`src/rtl/truth_table_capture.sv`:
```
// Sweeps a 3-input circuit through all eight input rows and records its output as an 8-bit rule code.
// Define TTC_SYNC_EN to pass dut_out through a 2-flop synchronizer; each vector is then held two cycles longer.
module truth_table_capture #(
  parameter int SETTLE_CYCLES = 4
) (
  input  logic       clk,
  input  logic       rst_n,
  input  logic       start,
  input  logic       abort,
  input  logic       dut_out,
  output logic       drv_in1,
  output logic       drv_in2,
  output logic       drv_in3,
  output logic       busy,
  output logic [7:0] rule_code,
  output logic       rule_valid,
  input  logic       rule_ready
);

  localparam logic [1:0] IDLE  = 2'd0;
  localparam logic [1:0] DRIVE = 2'd1;
  localparam logic [1:0] HOLD  = 2'd2;

`ifdef TTC_SYNC_EN
  localparam int HOLD_CYC = SETTLE_CYCLES + 2;
`else
  localparam int HOLD_CYC = SETTLE_CYCLES;
`endif
  localparam logic [8:0] RELOAD = 9'(HOLD_CYC - 1);

  generate
    if (SETTLE_CYCLES < 1 || SETTLE_CYCLES > 255) begin : g_bad_settle
      $error("truth_table_capture: SETTLE_CYCLES must be within 1..255");
    end
  endgenerate

  logic [1:0] state;
  logic [2:0] idx;
  logic [8:0] cnt;
  logic [2:0] drv;
  logic       sample;

`ifdef TTC_SYNC_EN
  logic [1:0] sync_ff;

  always_ff @(posedge clk or negedge rst_n) begin
    if (!rst_n) begin
      sync_ff <= 2'b00;
    end else begin
      sync_ff <= {sync_ff[0], dut_out};
    end
  end

  assign sample = sync_ff[1];
`else
  assign sample = dut_out;
`endif

  always_ff @(posedge clk or negedge rst_n) begin
    if (!rst_n) begin
      state     <= IDLE;
      idx       <= 3'd0;
      cnt       <= 9'd0;
      drv       <= 3'b000;
      rule_code <= 8'h00;
    end else begin
      case (state)
        IDLE: begin
          if (start) begin
            state     <= DRIVE;
            idx       <= 3'd0;
            cnt       <= RELOAD;
            drv       <= 3'b000;
            rule_code <= 8'h00;
          end
        end
        DRIVE: begin
          // abort wins even over the final-vector sample; the partial code is kept
          if (abort) begin
            state <= IDLE;
            idx   <= 3'd0;
            cnt   <= 9'd0;
            drv   <= 3'b000;
          end else if (cnt == 9'd0) begin
            rule_code[3'd7 - idx] <= sample;
            idx <= idx + 3'd1;
            cnt <= RELOAD;
            if (idx == 3'd7) begin
              state <= HOLD;
              drv   <= 3'b111;
            end else begin
              drv <= idx + 3'd1;
            end
          end else begin
            cnt <= cnt - 9'd1;
          end
        end
        HOLD: begin
          if (rule_ready) begin
            state <= IDLE;
            idx   <= 3'd0;
            drv   <= 3'b000;
          end
        end
        default: begin
          state <= IDLE;
          drv   <= 3'b000;
        end
      endcase
    end
  end

  assign {drv_in1, drv_in2, drv_in3} = drv;
  assign busy       = (state == DRIVE);
  assign rule_valid = (state == HOLD);

endmodule

```
`config.mk`:
```
export PLATFORM = sky130hd
export DESIGN_NAME = truth_table_capture
export DESIGN_NICKNAME = d
export VERILOG_FILES = /design/src/rtl/truth_table_capture.sv
export SDC_FILE = /design/constraint.sdc
export NUM_CORES = 1
export LEC_CHECK = 0
export BUFFER_PORTS_ARGS = -buffer_cell sky130_fd_sc_hd__buf_4
export CAP_MARGIN = 20
export CORE_MARGIN = 4
export CORE_UTILIZATION = 49
export CTS_CLUSTER_SIZE = 30
export DETAILED_ROUTE_END_ITERATION = 10
export PLACE_DENSITY = 0.66
export SYNTH_ARGS = -nofsm -noshare
export SYNTH_HDL_FRONTEND = slang
export SYNTH_SLANG_ARGS = --single-unit
```
`constraint.sdc`:
```
create_clock -name clk -period 2.28 [get_ports clk]
set_input_delay 0.456 -clock clk [delete_from_list [all_inputs] [get_ports clk]]
set_output_delay 0.456 -clock clk [all_outputs]
set_load 0.01 [all_outputs]
```
==> flow_metrics.py <==
metrics = {
    "run_status": {
        "outcome": "completed",
    },
    "final_layout": {
        "nets": 175,
        "nFillCells": 232,
        "n_antenna_cell": 0,
        "areaGrowthSynthToFinish_pct": 15.6,
        "drive_above_1_share": 0.201,
        "post-route-util": 0.613,
    },
    "yosys": {
        "synth_seq_cells": 25,
        "synth_top_area_frac": 0.460,
        "synth_nets": 154,
        "ys_top_cells_by_area": "dfrtp_1, a21oi_1, o41ai_1",
        "async_flop_share": 1.00,
        "synth_area_leader_cell": "dfrtp_1",
        "avgSynthCellArea_um2": 9.45,
        "yosysWarnings": 0,
        "ys_seq_area_frac": 0.460,
        "synth.distinct_cells": 33,
        "synth_most_common_cell": "dfrtp_1",
        "netlist_area_um2": 1360,
        "synth_flop_cell": "dfrtp_1",
        "synth_cells": 144,
        "synth_edf_count": 0,
        "yosys-top-cells-count": "dfrtp_1, a21oi_1, inv_1, nand2_1, nor2_1",
    },
    "worst_setup_path": {
        "critPathMaxFanout": 6,
        "worstReg2RegEnd": "drv[0]$_DFFE_PN0P_",
        "setup.worst_path.end_class": "register",
        "reg2reg_slack_ns": 0.24,
        "start_kind": "register",
        "r2r_cells": 6,
        "r2r-start": "cnt[0]$_DFFE_PN0P_",
        "crit_type": "register to register",
        "required_ns": 2.51,
        "crit_arrival_ns": 2.28,
    },
    "min_path": {
        "min_from": "start",
        "hold_class": "primary input to register",
        "whs_path_depth": 3,
        "hold_end": "state[0]$_DFFE_PN0P_",
    },
    "flow_run": {
        "timing.max_cap.violations": 0,
    },
    "clock_network": {
        "root_buffer": "clkbuf_4",
        "htreeDepth": 1,
        "cts_sinks": 25,
        "clock_latency_ns": 0.33,
        "clk_pin_slew_ns": 0.14,
        "cts_tree": "built",
        "numCtsBuffers": 3,
        "cts_buffer_depth": 2,
    },
    "timing": {
        "finalWorstSetupSlack_ns": 0.236,
        "skew_ns": 0.00178,
        "period_share": 0.896,
        "hold_violations": 0,
        "whs_ns": 0.393,
        "setup_violations": 0,
        "rsz0062_at_grt": "false",
        "fmax_ghz": 0.489,
        "worst_pin_slew_ns": 0.691,
        "relSlewSlack": 0.539,
        "final.setup.tns_ns": 0,
        "finalMaxSlewViolations": 0,
        "fin_crit_ns": 2.04,
    },
    "power_and_ir_drop": {
        "power_leakage_nw": 0.701,
        "max-vdd-ir-drop_v": 0.000534,
        "powerDensity_nw_per_um2": 711,
    },
    "detailed_routing": {
        "drtAntennaViolNets": 0,
        "drt_first_pass_iters": 4,
        "via_per_inst": 6.21,
        "wire_per_inst_um": 15.8,
        "wirelength_um": 3070,
        "vias": 1204,
        "drt_iter0_markers": 44,
        "drc": 0,
    },
    "placed_design": {
        "hpwlAfterDp_um": 2250,
        "port_buffers": 18,
        "preCtsSetupSlack_ns": 0.192,
        "gp_congestion": 0.783,
    },
    "grt": {
        "overflow": 0,
        "antenna_found_initial": 0,
        "grtUsageTotal": 0.192,
        "grt_max_degree": 26,
        "grt_pass1_vias": 1096,
        "grt_pass1_wl_um": 5290,
    },
    "floorplan": {
        "die_w_um": 60.7,
        "die_y_um": 60.7,
        "row_count": 18,
        "core_um2": 2570,
        "io_pins": 19,
        "initial_utilization": 0.530,
        "dieArea_um2": 3690,
    },
}
[registers in the layout, summed over array words and instances, names as in the netlist]
signal and flops:
cnt 9, drv 3, rule_code 8, state 2
idx 3
[report_power, final]
group	switching [W]	total [W]	internal, W
logic	0.000185	0.000338	0.000153
clock network	0.000141	0.000207	0.0000659
registers	0.0000774	0.000573	0.000495
[timing repair]
| action | in CTS | in global routing |
|---|---|---|
| setup buffers | 0 | 0 |
| hold buffers | 0 | 1 |
| gates resized for setup | 0 | 1 |
| hold endpoints to repair | 0 | 5 |
| setup endpoints to repair | 0 | 1 |
[through the flow]
step / total power [W] / std cells / instance area, µm²
2_1_floorplan: 0.000806 / 144 / 1360
3_3_place_gp: 0.000909 / 189 / 1540
3_5_place_dp: 0.000917 / 189 / 1540
4_1_cts: 0.00112 / 193 / 1560
5_1_grt: 0.00120 / 194 / 1570
6_report: 0.00112 / 194 / 1570
[layer usage]
metal | GRT usage | up-vias | wire length [µm] | share of wire
li1 | - | 580 | - | -
met1 | 0.276 | 584 | 1520 | 0.49
met5 | 0 | - | 0 | 0
met3 | 0.0319 | 5 | 177 | 0.058
met4 | 0.0743 | 0 | 47 | 0.015
met2 | 0.290 | 35 | 1330 | 0.43
[critical path: stages (launching register included)]
cell	delay, ns
dfrtp_1	0.45
inv_1	0.08
ha_1	0.22
nor4b_2	0.35
and2_1	0.37
o22ai_1	0.21
a22o_1	0.27
[layout make-up]
| cell class | instances | area, µm² | share of cell area |
|---|---|---|---|
| multi-input combinational | 101 | 667 | 0.424 |
| timing repair buffer | 23 | 175 | 0.111 |
| clock buffer | 3 | 22.5 | 0.0143 |
| inverter | 11 | 41.3 | 0.0262 |
| tap | 30 | 37.5 | 0.0238 |
| sequential | 25 | 626 | 0.397 |
| clock inverter | 1 | 5.00 | 0.00318 |
[how the worst max path moves through the flow]
stage / start / endpoint / slack [ns]
2_1_floorplan: cnt[0]$_DFFE_PN0P_ / drv[0]$_DFFE_PN0P_ / 0.53
3_5_place_dp: cnt[0]$_DFFE_PN0P_ / rule_code[7]$_DFFE_PN0P_ / 0.19
4_1_cts: cnt[0]$_DFFE_PN0P_ / rule_code[7]$_DFFE_PN0P_ / 0.16
3_3_place_gp: cnt[0]$_DFFE_PN0P_ / drv[0]$_DFFE_PN0P_ / 0.28
6_report: cnt[0]$_DFFE_PN0P_ / drv[0]$_DFFE_PN0P_ / 0.24
5_1_grt: cnt[0]$_DFFE_PN0P_ / rule_code[7]$_DFFE_PN0P_ / 0.09
[cells in the final DEF (no fill, tap or decap), types with 3 or more instances in the layout]
| cell type | netlist | final |
|---|---|---|
| clkbuf_4 | 0 | 3 |
| nand3_1 | 3 | 3 |
| a22o_1 | 5 | 5 |
| dfrtp_1 | 25 | 25 |
| nor2_1 | 11 | 11 |
| ha_1 | 4 | 4 |
| buf_4 | 0 | 22 |
| o21ai_0 | 10 | 10 |
| nor3_1 | 3 | 3 |
| nor3b_1 | 3 | 3 |
| inv_1 | 11 | 11 |
| o22ai_1 | 3 | 3 |
| o41ai_1 | 6 | 6 |
| a21oi_1 | 12 | 12 |
| nand2_1 | 11 | 11 |
| a31oi_1 | 7 | 7 |
[cells by family (layout without fill, tap and decap cells)]
kind of cell | after synthesis | after routing | synth area share
simple gates | 43 | 43 | 0.189
buf+inv | 18 | 38 | 0.0505
flops | 25 | 25 | 0.460
mux | 1 | 1 | 0.00735
fa+ha+maj | 4 | 4 | 0.0368
compound gates | 53 | 53 | 0.256
No activity file was read; power rests on OpenSTA's default activity.
